===== src/rtl/pkt_stats_cpu_regs.sv =====
// -----------------------------------------------------------------------------
// pkt_stats_cpu_regs
//
// AXI-Lite register block for packet statistics: ID/VERSION, a software
// reset pulse, an enable register, a control register (clear-on-read and
// freeze), and C_NUM_CNT event counters of C_CNT_WIDTH bits. Each counter
// is read as a live low word plus a high word taken from a snapshot that is
// captured when the low word is read, so a low/high pair is coherent.
//
// Ports
//   clk, resetn         single clock, synchronous active-low reset
//   cnt_inc             one increment request per counter per clock
//   enable_reg          software ENABLE register contents
//   soft_rst_pulse      one-cycle pulse after a RESET register write
//   S_AXI_AW*/W*/B*     AXI-Lite write channels (32-bit addr/data)
//   S_AXI_AR*/R*        AXI-Lite read channels
//
// Build option
//   PKT_STATS_CNT_SATURATE_EN  counters stick at all-ones instead of wrapping
// -----------------------------------------------------------------------------
module pkt_stats_cpu_regs #(
    parameter logic [31:0] C_BASE_ADDRESS = 32'h0000_0000,
    parameter int          C_NUM_CNT      = 4,
    parameter int          C_CNT_WIDTH    = 48,
    parameter logic [31:0] C_ID           = 32'h0000_DA01
) (
    input  logic                 clk,
    input  logic                 resetn,
    input  logic [C_NUM_CNT-1:0] cnt_inc,
    output logic [31:0]          enable_reg,
    output logic                 soft_rst_pulse,
    input  logic [31:0]          S_AXI_AWADDR,
    input  logic                 S_AXI_AWVALID,
    output logic                 S_AXI_AWREADY,
    input  logic [31:0]          S_AXI_WDATA,
    input  logic [3:0]           S_AXI_WSTRB,
    input  logic                 S_AXI_WVALID,
    output logic                 S_AXI_WREADY,
    output logic [1:0]           S_AXI_BRESP,
    output logic                 S_AXI_BVALID,
    input  logic                 S_AXI_BREADY,
    input  logic [31:0]          S_AXI_ARADDR,
    input  logic                 S_AXI_ARVALID,
    output logic                 S_AXI_ARREADY,
    output logic [31:0]          S_AXI_RDATA,
    output logic [1:0]           S_AXI_RRESP,
    output logic                 S_AXI_RVALID,
    input  logic                 S_AXI_RREADY
);

    localparam int          HI_W        = C_CNT_WIDTH - 32;
    localparam logic [31:0] VERSION     = 32'h0002_0000;
    localparam logic [31:0] CNT_BASE    = 32'h0000_0040;
    localparam logic [31:0] CNT_SPAN    = 32'(8 * C_NUM_CNT);
    localparam logic [1:0]  RESP_OKAY   = 2'b00;
    localparam logic [1:0]  RESP_SLVERR = 2'b10;

    typedef enum logic {W_IDLE, W_RESP} w_state_t;
    typedef enum logic {R_IDLE, R_DATA} r_state_t;

    w_state_t w_state, w_state_nxt;
    r_state_t r_state, r_state_nxt;
    logic     wr_hs, ar_hs;

    logic [31:0] enable_q;
    logic [1:0]  ctrl_q;          // [0] clear-on-read, [1] freeze
    logic        soft_rst_q;
    logic [1:0]  bresp_q, rresp_q;
    logic [31:0] rdata_q;

    logic [C_NUM_CNT-1:0][C_CNT_WIDTH-1:0] cnt, cnt_nxt;
    logic [C_NUM_CNT-1:0][HI_W-1:0]        snap;
    logic [C_NUM_CNT-1:0]                  inc_ok;
    logic [C_NUM_CNT-1:0]                  lo_rd;

    logic [31:0] wr_off;
    logic        wr_err;
    logic [31:0] rd_off, rd_rel;
    logic        rd_cnt_hit, rd_hi, rd_err;
    logic [3:0]  rd_idx;
    logic [31:0] rd_data;

    function automatic logic [31:0] apply_strb(input logic [31:0] old,
                                               input logic [31:0] data,
                                               input logic [3:0]  strb);
        apply_strb = old;
        for (int b = 0; b < 4; b++)
            if (strb[b]) apply_strb[8*b +: 8] = data[8*b +: 8];
    endfunction

    function automatic logic [C_CNT_WIDTH-1:0] cnt_step(input logic [C_CNT_WIDTH-1:0] v);
`ifdef PKT_STATS_CNT_SATURATE_EN
        cnt_step = (&v) ? v : v + C_CNT_WIDTH'(1);
`else
        cnt_step = v + C_CNT_WIDTH'(1);
`endif
    endfunction

    // ---- channel state machines ----
    always_ff @(posedge clk) begin
        if (!resetn) begin
            w_state <= W_IDLE;
            r_state <= R_IDLE;
        end else begin
            w_state <= w_state_nxt;
            r_state <= r_state_nxt;
        end
    end

    // AW and W are only taken together; either one alone just waits.
    always_comb begin
        w_state_nxt   = w_state;
        wr_hs         = 1'b0;
        case (w_state)
            W_IDLE: if (S_AXI_AWVALID && S_AXI_WVALID) begin
                wr_hs       = 1'b1;
                w_state_nxt = W_RESP;
            end
            W_RESP: if (S_AXI_BREADY) w_state_nxt = W_IDLE;
            default: w_state_nxt = W_IDLE;
        endcase
        S_AXI_AWREADY = wr_hs && resetn;
        S_AXI_WREADY  = wr_hs && resetn;
    end

    always_comb begin
        r_state_nxt   = r_state;
        ar_hs         = 1'b0;
        case (r_state)
            R_IDLE: if (S_AXI_ARVALID) begin
                ar_hs       = 1'b1;
                r_state_nxt = R_DATA;
            end
            R_DATA: if (S_AXI_RREADY) r_state_nxt = R_IDLE;
            default: r_state_nxt = R_IDLE;
        endcase
        S_AXI_ARREADY = ar_hs && resetn;
    end

    // Outputs are gated by resetn so they read as idle during the reset cycle
    // itself, before the synchronous reset has reached the registers.
    assign S_AXI_BVALID   = resetn && (w_state == W_RESP);
    assign S_AXI_BRESP    = resetn ? bresp_q : 2'b00;
    assign S_AXI_RVALID   = resetn && (r_state == R_DATA);
    assign S_AXI_RRESP    = resetn ? rresp_q : 2'b00;
    assign S_AXI_RDATA    = resetn ? rdata_q : 32'h0;
    assign soft_rst_pulse = resetn && soft_rst_q;
    assign enable_reg     = enable_q;

    // ---- address decode ----
    always_comb begin
        wr_off = S_AXI_AWADDR ^ C_BASE_ADDRESS;
        wr_err = 1'b1;
        case (wr_off)
            32'h08, 32'h0C, 32'h10: wr_err = 1'b0;
            default:                wr_err = 1'b1;
        endcase
    end

    always_comb begin
        rd_off     = S_AXI_ARADDR ^ C_BASE_ADDRESS;
        rd_rel     = rd_off - CNT_BASE;
        rd_cnt_hit = (rd_off >= CNT_BASE) && (rd_rel < CNT_SPAN) && (rd_off[1:0] == 2'b00);
        rd_idx     = rd_rel[6:3];
        rd_hi      = rd_rel[2];
        rd_data    = 32'hDEAD_BEEF;
        rd_err     = 1'b1;
        lo_rd      = '0;
        case (rd_off)
            32'h00: begin rd_data = C_ID;             rd_err = 1'b0; end
            32'h04: begin rd_data = VERSION;          rd_err = 1'b0; end
            32'h08: begin rd_data = 32'h0;            rd_err = 1'b0; end
            32'h0C: begin rd_data = enable_q;         rd_err = 1'b0; end
            32'h10: begin rd_data = {30'h0, ctrl_q};  rd_err = 1'b0; end
            default: begin
                if (rd_cnt_hit) begin
                    for (int i = 0; i < C_NUM_CNT; i++) begin
                        if (rd_idx == 4'(i)) begin
                            rd_err = 1'b0;
                            if (rd_hi) begin
                                rd_data = 32'(snap[i]);
                            end else begin
                                rd_data  = cnt[i][31:0];
                                lo_rd[i] = ar_hs;
                            end
                        end
                    end
                end
            end
        endcase
    end

    // ---- register file and response registers ----
    always_ff @(posedge clk) begin
        if (!resetn) begin
            enable_q   <= 32'h0;
            ctrl_q     <= 2'b00;
            soft_rst_q <= 1'b0;
            bresp_q    <= RESP_OKAY;
            rresp_q    <= RESP_OKAY;
            rdata_q    <= 32'h0;
        end else begin
            soft_rst_q <= wr_hs && (wr_off == 32'h08) && (|S_AXI_WSTRB);
            if (wr_hs) begin
                bresp_q <= wr_err ? RESP_SLVERR : RESP_OKAY;
                if (wr_off == 32'h0C)
                    enable_q <= apply_strb(enable_q, S_AXI_WDATA, S_AXI_WSTRB);
                if (wr_off == 32'h10 && S_AXI_WSTRB[0])
                    ctrl_q <= S_AXI_WDATA[1:0];
            end
            if (ar_hs) begin
                rdata_q <= rd_data;
                rresp_q <= rd_err ? RESP_SLVERR : RESP_OKAY;
            end
        end
    end

    // ---- counters ----
    assign inc_ok = cnt_inc & ~{C_NUM_CNT{ctrl_q[1]}};

    // Clear-on-read takes priority over the step, but an increment landing on
    // the same cycle is kept so no event is lost.
    always_comb begin
        cnt_nxt = cnt;
        for (int i = 0; i < C_NUM_CNT; i++) begin
            if (lo_rd[i] && ctrl_q[0])
                cnt_nxt[i] = inc_ok[i] ? C_CNT_WIDTH'(1) : '0;
            else if (inc_ok[i])
                cnt_nxt[i] = cnt_step(cnt[i]);
        end
    end

    always_ff @(posedge clk) begin
        if (!resetn) begin
            cnt  <= '0;
            snap <= '0;
        end else begin
            cnt <= cnt_nxt;
            for (int i = 0; i < C_NUM_CNT; i++)
                if (lo_rd[i]) snap[i] <= cnt[i][C_CNT_WIDTH-1:32];
        end
    end

endmodule

===== config.mk =====
export PLATFORM = sky130hd
export DESIGN_NAME = pkt_stats_cpu_regs
export DESIGN_NICKNAME = d
export VERILOG_FILES = /design/src/rtl/pkt_stats_cpu_regs.sv
export SDC_FILE = /design/constraint.sdc
export NUM_CORES = 1
export LEC_CHECK = 0
export CAP_MARGIN = 20
export CORE_MARGIN = 2
export CORE_UTILIZATION = 40
export CTS_CLUSTER_DIAMETER = 80
export DETAILED_ROUTE_END_ITERATION = 8
export SYNTH_ARGS = -nofsm -noshare
export SYNTH_HDL_FRONTEND = slang
export SYNTH_SLANG_ARGS = --single-unit

===== constraint.sdc =====
create_clock -name clk -period 5.8 [get_ports clk]
set_input_delay 0.87 -clock clk [delete_from_list [all_inputs] [get_ports clk]]
set_output_delay 0.87 -clock clk [all_outputs]
set_load 0.01 [all_outputs]

==> results of run 1 <==
[final cells by class]
| class | count | area, um^2 | share of cell area [%] |
|---|---|---|---|
| Clock buffer | 52 | 1125 | 5.410 |
| Clock inverter | 16 | 261.5 | 1.258 |
| Inverter | 21 | 78.83 | 0.3791 |
| Multi-Input combinational cell | 1592 | 10030 | 48.25 |
| Sequential cell | 327 | 6546 | 31.48 |
| Tap cell | 546 | 683.2 | 3.286 |
| Timing Repair Buffer | 213 | 2066 | 9.935 |
[cell families after synthesis]
kind of cell / Yosys count
other: 1
buffers and inverters: 166
and+or+nand+nor: 926
xor gates and xnor gates: 134
DFF: 327
muxes: 113
AOI/OAI and AO/OA: 413
adders and majority gates: 4
[through the flow]
| stage | util (%) | setup slack, ns | total power, mW | cells | cell area, um^2 |
|---|---|---|---|---|---|
| 6_report | 48.59 | 1.545 | 5.326 | 2767 | 20790 |
| 4_1_cts | 48.59 | 1.725 | 5.365 | 2767 | 20790 |
| 3_5_place_dp | 45.35 | 1.150 | 2.705 | 2699 | 19410 |
| 2_1_floorplan | - | 2.957 | 2.521 | 2085 | 17220 |
| 5_1_grt | 48.59 | 1.474 | 5.490 | 2767 | 20790 |
| 3_3_place_gp | 45.35 | 1.204 | 2.702 | 2699 | 19410 |
[worst paths after layout]
kind / endpoint / cells past startpoint / from / slack [ns]
worst max register to register: cnt[40]$_SDFFE_PN0P_ / 7 / ctrl_q[1]$_SDFFE_PN0P_ / 2.82
worst max-delay path: cnt[135]$_SDFFE_PN0P_ / 9 / S_AXI_ARADDR[6] / 1.55
worst min register to register: rdata_q[3]$_SDFFE_PN0P_ / 2 / rdata_q[3]$_SDFFE_PN0P_ / 0.45
worst min-delay path: rdata_q[3]$_SDFFE_PN0P_ / 2 / rdata_q[3]$_SDFFE_PN0P_ / 0.45
[synth_stat cells, drive strengths merged, types with 5 or more instances]
library cell  count  area share [%]
mux2             14            0.92
buf              28            0.79
and3             44             1.6
a211oi           13            0.57
clkbuf          117             2.6
a21boi           79             3.4
inv              21            0.46
a211o             7            0.36
o221ai           10            0.51
a21oi            94             2.7
a32o             11            0.64
nand3b           43             1.9
nand2b           16            0.58
a221oi           14            0.71
nand4            70             2.7
nor4             36             1.6
nor2b            44             1.6
dfxtp           327              38
nand2           123             2.7
o22a              8            0.41
mux2i            98             5.7
a21o             12            0.52
nor3             40             1.2
or4               5            0.24
o21ai           111             3.2
o22ai            15            0.55
a222oi            5            0.29
and2             47             1.7
nand3           206             6.0
or3              16            0.58
and4             23             1.2
nor2            197             4.3
xor2             73             3.7
xnor2            61             3.1
[layer usage]
metal	vias up	part of all wire, %
li1	7748	-
met1	7751	43
met2	620	44
met3	125	8.2
met4	2	5.0
met5	-	0.021
[tightest hold or removal path, stage by stage, from the launching register on]
cell and delay [ns]:
sky130_fd_sc_hd__dfxtp_1 0.30, sky130_fd_sc_hd__nand2_1 0.05, sky130_fd_sc_hd__a21boi_1 0.05
[power groups by stage]
stage | logic [mW] | registers [mW] | clock network (mW)
6_report | 0.376 | 2.29 | 2.66
4_1_cts | 0.371 | 2.29 | 2.71
5_1_grt | 0.399 | 2.29 | 2.80
2_1_floorplan | 0.191 | 2.33 | 0
3_5_place_dp | 0.368 | 2.34 | 0
3_3_place_gp | 0.366 | 2.34 | 0
==> results.rst, run 1 <==
.. list-table::
   :header-rows: 1

   * - Metric
     - Value
   * - Commonest cells after routing, fill and taps aside
     - 327 x sky130_fd_sc_hd__dfxtp_1, 205 x sky130_fd_sc_hd__nand3_1, 197 x sky130_fd_sc_hd__nor2_1
   * - Max-cap check violation count
     - 0
   * - Delay-heaviest family, CP
     - simple AND/OR/NAND/NOR gates
   * - Total power divided by cell area
     - 256.1 mW/mm^2
   * - Synth Flop Type
     - sky130_fd_sc_hd__dfxtp_1
   * - Class of the tightest hold or removal check
     - register to register
   * - Peak ir drop on the vdd network
     - 0.1683 mV
   * - Max Transition Viols Final
     - 0
   * - Sw frac
     - 22.91%
   * - Number of hold violations in the final report
     - 0
   * - Clock buffers created by TritonCTS
     - 38
   * - GRT overflow
     - 0
   * - Clock-pin slew of the registers on the worst-case setup and hold paths
     - 0.06 ns
   * - Via count of the first global-routing pass
     - 15,159
   * - Io pins
     - 185
   * - Initial core utilization
     - 40.23%
   * - # hold bufs at CTS
     - 0
   * - Average detailed-routed wire length per instance
     - 21.92 um
   * - Met1 track utilization from global routing
     - 33.79%
   * - Clock root buffer
     - sky130_fd_sc_hd__clkbuf_16
   * - Largest stage delay, worst path
     - 0.67 ns
   * - EDFF count, synth
     - 0
   * - Diode count
     - 0
   * - Worst EP arrival
     - 4.68 ns
   * - Final RePlAce weighted congestion
     - 0.9632
   * - Leading cell type in the layout, fill and taps excluded
     - sky130_fd_sc_hd__dfxtp_1
   * - Mean cell area of the mapped netlist
     - 8.261 um^2
   * - Final setup violation count
     - 0
   * - First-pass DRT Iterations
     - 8
   * - CTS tree
     - yes
   * - Fraction of final layout cells with drive strength greater than 1
     - 6.033%
   * - Met2 global-route usage
     - 42.51%
   * - Post-synth cell types
     - 73
   * - Post-synthesis sequential area ratio
     - 38.02%
   * - Number of instances resized during post-cts repair
     - 0
   * - Die Outline Area
     - 0.04472 mm^2
   * - Switch Pwr
     - 1.220 mW
   * - Average vias per placed instance
     - 5.871
   * - Largest net degree at the start of global routing
     - 158
   * - Max clock buf depth
     - 3
   * - XOR/XNOR Fraction of Synth Area
     - 6.817%
   * - Max Clk Rate
     - 235.0 MHz
   * - Share of cell area taken by muxes after synthesis
     - 6.744%
   * - Cell internal pwr
     - 4.105 mW
   * - Logic gate share of total power
     - 7.1%
   * - Remaining DRCs
     - 0
   * - Final-layout fill cell count
     - 4,156
   * - Worst setup SP type
     - input port
   * - Setup Fix Bufs, Post-CTS
     - 0
   * - Die Height
     - 211.5 um
   * - Synthesized flop and latch total
     - 327
   * - Starting DRT DRC Count
     - 1,516
   * - Combinational family with the most area after synthesis
     - simple AND/OR/NAND/NOR gates
   * - Proportion of power drawn by flip-flops and latches
     - 42.9%
   * - Synth Area in Adders
     - 0.2907%
   * - M3 GR Usage
     - 5.860%
   * - CTS H-tree lvls
     - 2
   * - Cell with the largest stage delay on the worst path
     - sky130_fd_sc_hd__nor4_4
   * - Required time of the critical path
     - 6.23 ns
   * - Total number of yosys warnings
     - 0
   * - Run status
     - finished, final reports clean
   * - Leakage component of the power
     - 7.203 nW
   * - Wire length of the first global-routing pass
     - 91.51 mm
   * - Number of antenna violations at the first check in global routing
     - 1
   * - Placed wire-length estimate after detailed placement
     - 44.64 mm
   * - Core Footprint
     - 0.04279 mm^2
   * - Cell-by-cell trace of the critical path
     - clkdlybuf4s50_1, nor4_4, nand4_2, xor2_1, nand4_2, buf_4, nand2_1, buf_4, nor2_1
   * - Final layout net count
     - 2,308
   * - Busiest grt layer
     - met2
   * - Total buffers and inverters traversed by the critical path
     - 3
   * - Final-layout setup total negative slack
     - 0 ns
   * - Cell row count
     - 76
   * - Post-Syn Instances
     - 2,084
   * - Largest Register
     - cnt
   * - Critical path class
     - input port to register
   * - CP Max Fanout
     - 33
   * - Post-route antenna net violation count
     - 0
   * - Crit. End Element
     - register
   * - WHS
     - 0.4485 ns
   * - Compound-cell area share of the yosys netlist
     - 15.68%
   * - Largest registers ranked by flip-flop count
     - cnt: 192 flops, snap: 64 flops
   * - Detailed-route via count
     - 16,246
   * - Insertion delay to the later sink of the worst-skew pair
     - 0.56 ns
   * - Relative slew margins
     - 35.27%
   * - Area growth from synthesis to final layout
     - 20.77%
   * - Unrepaired setup endpoints after global routing
     - no
   * - Worst-Margin Slew
     - 0.9620 ns
   * - Global-route usage over all layers
     - 26.59%
   * - Post-route minimum period
     - 4.255 ns
   * - Setup clock skew after layout
     - 0.02269 ns
   * - Post-synth design cell area
     - 0.01722 mm^2
   * - Port buffer count
     - 182
   * - Final Cycle Share
     - 73.36%
   * - Clock sink total
     - 327
   * - Clk pwr share
     - 50.0%
   * - Number of flip-flops in the largest register
     - 192
   * - Wire length reported by the detailed router
     - 60.67 mm
   * - Synth async-reset ratio
     - 0%
   * - Synth Area in Simple Gates
     - 28.62%
   * - Chip Width
     - 211.5 um
Power figures use the tool's default switching activity.
==> run 2, diff against run 1 <==
==> constraint.sdc (replaced) <==
create_clock -name clk -period 4.2 [get_ports clk]
set_input_delay 0.63 -clock clk [delete_from_list [all_inputs] [get_ports clk]]
set_output_delay 0.63 -clock clk [all_outputs]
set_load 0.01 [all_outputs]
==> run 2 against run 1 <==
Effect of this change:
- worst setup slack lost 0.71 ns
- combinational power grew 39%
- global-route usage grew 0.24 points
- sequential cell count is the same
- sequential power grew 38%
- final cell count grew 0.54%
- non-clock buffer count grew 15
- largest cell class unchanged
- utilization is essentially flat
- first-iteration DRC count grew 4.9%
- die area is the same
==> results.rst, run 2 (synthesized netlist as in run 1, its figures left out) <==
.. list-table::
   :header-rows: 1

   * - Metric
     - Value
   * - Fraction of final layout cells with drive strength greater than 1
     - 6.306% (+0.27 points)
   * - Launch instance of the worst register-to-register path
     - r_state$_SDFF_PN0_
   * - Cell with the largest stage delay on the worst path
     - sky130_fd_sc_hd__clkdlybuf4s50_1
   * - Core Footprint
     - 0.04279 mm^2 (unchanged)
   * - Final layout net count
     - 2,323 (+0.65%)
   * - Placed wire-length estimate after detailed placement
     - 45.86 mm (+2.7%)
   * - CP Max Fanout
     - 33 (unchanged)
   * - Unrepaired setup endpoints after global routing
     - no
   * - Largest net degree at the start of global routing
     - 116 (-27%)
   * - Via count of the first global-routing pass
     - 15,225 (+0.44%)
   * - CTS tree
     - yes
   * - Port buffer count
     - 182 (unchanged)
   * - Final-layout fill cell count
     - 4,187 (+0.75%)
   * - Clock buffers created by TritonCTS
     - 38 (unchanged)
   * - Largest registers ranked by flip-flop count
     - cnt: 192 flops, snap: 64 flops
   * - First element of the critical path
     - S_AXI_ARADDR[6]
   * - Setup clock skew after layout
     - 0.02724 ns (+0.004552 ns)
   * - Final setup violation count
     - 0 (unchanged)
   * - Run status
     - finished, final reports clean
   * - Final RePlAce weighted congestion
     - 0.9956 (+3.4%)
   * - Met3 WL post-DR
     - 4.872 mm (-1.7%)
   * - Peak ir drop on the vdd network
     - 0.2344 mV (+39%)
   * - Cell-by-cell trace of the critical path
     - clkdlybuf4s50_1, nor4_4, nand4_2, xor2_1, nand4_2, buf_4, nand2_1, buf_4, nor2_1
   * - CTS H-tree lvls
     - 2 (unchanged)
   * - Cell row count
     - 76 (unchanged)
   * - Layout Utilization
     - 48.56% (about the same)
   * - Setup Fix Bufs, Post-CTS
     - 0 (unchanged)
   * - Class of the tightest hold or removal check
     - register to register
   * - Max Clk Rate
     - 296.9 MHz
   * - Number of flip-flops in the largest register
     - 192 (unchanged)
   * - Required time of the critical path
     - 4.63 ns (-1.60 ns)
   * - Setup slack of the worst register-to-register path
     - 1.38 ns (-1.44 ns)
   * - GRT overflow
     - 0 (unchanged)
   * - Initial core utilization
     - 40.23% (unchanged)
   * - Clock sink total
     - 327 (unchanged)
   * - Remaining DRCs
     - 0 (unchanged)
   * - Worst-Margin Slew
     - 0.8384 ns (-0.1236 ns)
   * - Worst EP arrival
     - 3.80 ns (-0.88 ns)
   * - Timing endpoint of the critical path
     - cnt[107]$_SDFFE_PN0P_
   * - WHS
     - 0.4524 ns (+0.003906 ns)
   * - Diode count
     - 0 (unchanged)
   * - # hold bufs at CTS
     - 0 (unchanged)
   * - Max Transition Viols Final
     - 0 (unchanged)
   * - Post-route antenna net violation count
     - 0 (unchanged)
   * - Final Cycle Share
     - 80.19%
   * - Leading cell type in the layout, fill and taps excluded
     - sky130_fd_sc_hd__dfxtp_1
   * - Max-cap check violation count
     - 0 (unchanged)
   * - Start point of the worst hold path
     - rdata_q[15]$_SDFFE_PN0P_
   * - Total power divided by cell area
     - 335.7 mW/mm^2 (+31%)
   * - Wire length of the first global-routing pass
     - 92.10 mm (+0.64%)
   * - Io pins
     - 185 (unchanged)
   * - Starting DRT DRC Count
     - 1,590 (+4.9%)
   * - Die Height
     - 211.5 um (unchanged)
   * - Clock-pin slew of the registers on the worst-case setup and hold paths
     - 0.06 ns (about the same)
   * - M1 WL
     - 25.98 mm (+0.67%)
   * - Leakage component of the power
     - 7.196 nW (about the same)
   * - Number of hold violations in the final report
     - 0 (unchanged)
   * - Critical path class
     - input port to register
   * - Detailed-route via count
     - 16,394 (+0.91%)
   * - Relative slew margins
     - 43.99% (+8.7 points)
   * - Wire length reported by the detailed router
     - 61.15 mm (+0.80%)
   * - Die Outline Area
     - 0.04472 mm^2 (unchanged)
   * - Crit. End Element
     - register
   * - Endpoint of the most critical register-to-register path
     - cnt[107]$_SDFFE_PN0P_
   * - Insertion delay to the later sink of the worst-skew pair
     - 0.57 ns (about the same)
   * - Largest Register
     - cnt
   * - Average vias per placed instance
     - 5.893 (+0.37%)
   * - Average detailed-routed wire length per instance
     - 21.98 um (+0.26%)
   * - Number of cells on the worst reg-to-reg path
     - 8 (+1)
   * - Largest stage delay, worst path
     - 0.52 ns (-0.15 ns)
   * - Clock root buffer
     - sky130_fd_sc_hd__clkbuf_16
   * - Worst setup SP type
     - input port
   * - Area growth from synthesis to final layout
     - 20.70% (about the same)
   * - Amount of wire on met2 after detailed routing
     - 27.45 mm (+2.3%)
   * - Number of instances resized during post-cts repair
     - 0 (unchanged)
   * - Global-route usage over all layers
     - 26.83% (+0.24 points)
   * - Post-route minimum period
     - 3.368 ns
   * - First-pass DRT Iterations
     - 5 (-3)
   * - Final-layout setup total negative slack
     - 0 ns (unchanged)
   * - Commonest cells after routing, fill and taps aside
     - 327 x sky130_fd_sc_hd__dfxtp_1, 205 x sky130_fd_sc_hd__nand3_1, 197 x sky130_fd_sc_hd__nor2_1
   * - Number of antenna violations at the first check in global routing
     - 1 (unchanged)
   * - Chip Width
     - 211.5 um (unchanged)
   * - Max clock buf depth
     - 3 (unchanged)
   * - Highest metal layer with signal wires
     - met4
run 2: area by class of cell:
cell class	count	area (um^2)	share of cell area, %
Multi-Input combinational cell	1592	10030	48.28
Sequential cell	327	6546	31.50
Timing Repair Buffer	228	2216	10.66
Clock buffer	59	1130	5.437
Tap cell	546	683.2	3.288
Clock inverter	9	93.84	0.4516
Inverter	21	78.83	0.3793
run 2: worst min-delay path by stage:
stage	to	slack, ns	cells past startpoint
global placement	rdata_q[2]$_SDFFE_PN0P_	0.44	2
floorplan	rdata_q[10]$_SDFFE_PN0P_	0.43	2
CTS	rdata_q[2]$_SDFFE_PN0P_	0.45	2
detailed placement	rdata_q[2]$_SDFFE_PN0P_	0.44	2
global route	rdata_q[2]$_SDFFE_PN0P_	0.48	2
finish	rdata_q[15]$_SDFFE_PN0P_	0.45	2
run 2: power breakdown:
part	switching, mW	internal (mW)	total (mW)
Sequential	0.0252	3.14	3.16
Clock	1.37	1.92	3.29
Combinational	0.282	0.241	0.522
Total	1.68	5.29	6.98
run 2: critical path: cells and delay by family:
family	cells	cell delay (ns)
xor+xnor	1	0.46
buf+inv	3	1.25
simple gates	5	1.42
run 2: per-layer routing:
| metal | vias to the layer above | global-route usage, % |
|---|---|---|
| met3 | 108 | 5.444 |
| li1 | 7781 | - |
| met4 | 0 | 12.38 |
| met2 | 640 | 43.21 |
| met1 | 7865 | 34.53 |
| met5 | - | 0 |
run 2: through the flow:
stage	cells	setup slack, ns	total power [mW]	area (um^2)
5_1_grt	2782	0.5778	7.185	20780
4_1_cts	2782	0.9325	7.023	20780
2_1_floorplan	2085	1.597	3.481	17220
3_3_place_gp	2714	0.4880	3.736	19560
6_report	2782	0.8321	6.976	20780
3_5_place_dp	2714	0.3435	3.741	19560
==> run 3, diff against run 2 <==
==> constraint.sdc (replaced) <==
create_clock -name clk -period 2.7 [get_ports clk]
set_input_delay 0.405 -clock clk [delete_from_list [all_inputs] [get_ports clk]]
set_output_delay 0.405 -clock clk [all_outputs]
set_load 0.01 [all_outputs]
==> run 3 against run 2 <==
Effect of this change:
- sequential cell count did not move
- register-to-register slack got worse by 1.1 ns
- wire length rose by 0.35%
- sequential share of layout area decreased by 1.7 points
- total power is 57% higher
- sequential power grew 56%
- critical path depth unchanged
- largest power group unchanged
==> results.rst, run 3 (synthesized netlist as in run 1, its figures left out) <==
.. list-table::
   :header-rows: 1

   * - Metric
     - Value
   * - Run status
     - finished, final reports clean
   * - Average vias per placed instance
     - 5.717 (-3.0%)
   * - Clock root buffer
     - sky130_fd_sc_hd__clkbuf_16
   * - Max-cap check violation count
     - 0 (unchanged)
   * - Largest net degree at the start of global routing
     - 140 (+21%)
   * - Endpoint with the worst hold slack
     - rdata_q[13]$_SDFFE_PN0P_
   * - Cell row count
     - 76 (unchanged)
   * - Fraction of final layout cells with drive strength greater than 1
     - 11.84% (+5.5 points)
   * - Max clock buf depth
     - 3 (unchanged)
   * - # hold bufs at CTS
     - 0 (unchanged)
   * - Relative slew margins
     - 56.55% (+13 points)
   * - Crit. End Element
     - register
   * - Worst-Margin Slew
     - 0.6517 ns (-0.1867 ns)
   * - Critical path class
     - input port to register
   * - Io pins
     - 185 (unchanged)
   * - Largest Register
     - cnt
   * - Non-Filler Instances
     - 2,919 (+4.9%)
   * - Total power divided by cell area
     - 499.2 mW/mm^2 (+49%)
   * - Setup clock skew after layout
     - 0.02849 ns (+0.001246 ns)
   * - First-pass DRT Iterations
     - 7 (+2)
   * - Final Cycle Share
     - 91.07%
   * - Core Footprint
     - 0.04279 mm^2 (unchanged)
   * - Leakage component of the power
     - 7.927 nW (+10%)
   * - Diode count
     - 0 (unchanged)
   * - Cell-by-cell trace of the critical path
     - clkdlybuf4s50_1, nor4_4, nand4_2, xor2_1, buf_4, and4_2, buf_12, o21ai_0, a32o_1
   * - Setup Fix Bufs, Post-CTS
     - 0 (unchanged)
   * - Chip Width
     - 211.5 um (unchanged)
   * - Die Height
     - 211.5 um (unchanged)
   * - Worst setup SP type
     - input port
   * - Global-route usage over all layers
     - 27.04% (+0.21 points)
   * - Start point of the worst hold path
     - resetn
   * - Max Clk Rate
     - 406.7 MHz
   * - Number of instances resized during post-cts repair
     - 0 (unchanged)
   * - Post-route antenna net violation count
     - 0 (unchanged)
   * - Area growth from synthesis to final layout
     - 27.43%
   * - Leading cell type in the layout, fill and taps excluded
     - sky130_fd_sc_hd__dfxtp_1
   * - Number of cells on the worst reg-to-reg path
     - 9 (+1)
   * - CTS tree
     - yes
   * - Remaining DRCs
     - 0 (unchanged)
   * - Wire length of the first global-routing pass
     - 92.32 mm (+0.24%)
   * - Port buffer count
     - 182 (unchanged)
   * - Max Transition Viols Final
     - 0 (unchanged)
   * - Final layout net count
     - 2,463 (+6.0%)
   * - Final RePlAce weighted congestion
     - 0.9641 (-3.2%)
   * - Class of the tightest hold or removal check
     - input port to register
   * - DP Cell Count
     - 2,854 (+5.2%)
   * - Number of antenna violations at the first check in global routing
     - 0 (-1)
   * - Clock-pin slew of the registers on the worst-case setup and hold paths
     - 0.05 ns (about the same)
   * - Largest registers ranked by flip-flop count
     - cnt: 192 flops, snap: 64 flops
   * - Wire length reported by the detailed router
     - 61.37 mm (+0.35%)
   * - Placed wire-length estimate after detailed placement
     - 46.69 mm (+1.8%)
   * - Final setup violation count
     - 0 (unchanged)
   * - Clock buffers created by TritonCTS
     - 38 (unchanged)
   * - Required time of the critical path
     - 3.14 ns (-1.49 ns)
   * - Commonest cells after routing, fill and taps aside
     - 327 x sky130_fd_sc_hd__dfxtp_1, 205 x sky130_fd_sc_hd__nand3_1, 197 x sky130_fd_sc_hd__nor2_1
   * - Via count of the first global-routing pass
     - 15,589 (+2.4%)
   * - Largest stage delay, worst path
     - 0.49 ns (-0.03 ns)
   * - Final-layout fill cell count
     - 4,085 (-2.4%)
   * - Endpoint of the most critical register-to-register path
     - cnt[139]$_SDFFE_PN0P_
   * - Number of hold violations in the final report
     - 0 (unchanged)
   * - Worst EP arrival
     - 2.90 ns (-0.90 ns)
   * - Cell with the largest stage delay on the worst path
     - sky130_fd_sc_hd__clkdlybuf4s50_1
   * - Average detailed-routed wire length per instance
     - 21.02 um (-4.4%)
   * - Detailed-route via count
     - 16,688 (+1.8%)
   * - Insertion delay to the later sink of the worst-skew pair
     - 0.56 ns (about the same)
   * - CTS H-tree lvls
     - 2 (unchanged)
   * - Starting DRT DRC Count
     - 1,443 (-9.2%)
   * - Clock sink total
     - 327 (unchanged)
   * - Die Outline Area
     - 0.04472 mm^2 (unchanged)
   * - Launch instance of the worst register-to-register path
     - r_state$_SDFF_PN0_
   * - Hold path depth
     - 2 (unchanged)
   * - Unrepaired setup endpoints after global routing
     - no
   * - GRT overflow
     - 0 (unchanged)
   * - Initial core utilization
     - 40.23% (unchanged)
   * - CP Max Fanout
     - 25 (-24%)
   * - Peak ir drop on the vdd network
     - 0.3412 mV (+46%)
   * - Total Power
     - 10.95 mW (+57%)
   * - Post-route minimum period
     - 2.459 ns
   * - Setup slack of the worst register-to-register path
     - 0.25 ns (-1.13 ns)
   * - Number of flip-flops in the largest register
     - 192 (unchanged)
==> run 3: cell count changes in the layout (fill, tap and decap cells not counted), sizes merged <==
cell,before,now
buf,50,190
clkbuf,59,55
clkinv,4,7
clkinvlp,2,0
bufinv,1,2
inv,23,22
==> run 3: cell type report <==
type / instances / area [um^2] / share of cell area, %
multi-input cells: 1592 / 10030 / 45.73
flip-flops and latches: 327 / 6546 / 29.84
repair buffers: 368 / 3379 / 15.40
clock buffers: 55 / 1116 / 5.087
well taps: 546 / 683.2 / 3.114
clock inverters: 10 / 103.9 / 0.4733
inverters: 21 / 78.83 / 0.3593
==> run 3: power breakdown <==
| group | internal (mW) | switching [mW] | total [mW] |
|---|---|---|---|
| Combinational | 0.436 | 0.462 | 0.899 |
| Clock | 3.05 | 2.09 | 5.14 |
| Sequential | 4.88 | 0.0374 | 4.92 |
| Total | 8.36 | 2.59 | 11.0 |
==> run 3: per-stage QoR <==
step | setup TNS, ns | cell area (um^2) | util [%] | setup WS (ns) | hold WS (ns)
finish | 0 | 21940 | 51.27 | 0.2411 | 0.2856
CTS | 0 | 21940 | 51.27 | 0.2235 | 0.2750
detailed placement | -49.24 | 20720 | 48.42 | -0.2883 | 0.4451
global placement | -41.24 | 20720 | 48.42 | -0.2562 | 0.4401
global route | 0 | 21940 | 51.27 | 0.007173 | 0.3012
floorplan | 0 | 17220 | - | 0.3221 | 0.4305
==> run 3: worst max-delay path by stage <==
stage | from | to | depth (start not counted)
floorplan | S_AXI_ARADDR[17] | cnt[66]$_SDFFE_PN0P_ | 6
global placement | S_AXI_ARADDR[17] | cnt[115]$_SDFFE_PN0P_ | 9
detailed placement | S_AXI_ARADDR[6] | rdata_q[30]$_SDFFE_PN0P_ | 8
CTS | S_AXI_ARVALID | S_AXI_ARREADY | 6
global route | r_state$_SDFF_PN0_ | cnt[121]$_SDFFE_PN0P_ | 7
finish | S_AXI_ARADDR[6] | rdata_q[31]$_SDFFE_PN0P_ | 9
==> run 3: worst max-delay path, delay by kind of cell <==
family,cells,cell delay [ns]
buffers and inverters,3,0.86
xor gates and xnor gates,1,0.27
AOI/OAI and AO/OA,2,0.49
and+or+nand+nor,3,0.86
==> run 3: metal layers <==
metal | global-route usage (%) | up-vias | share of wire [%]
met5 | 0 | - | 0
li1 | - | 8054 | -
met4 | 11.15 | 0 | 4.3
met1 | 34.88 | 7932 | 43
met3 | 5.296 | 108 | 7.4
met2 | 44.25 | 594 | 45
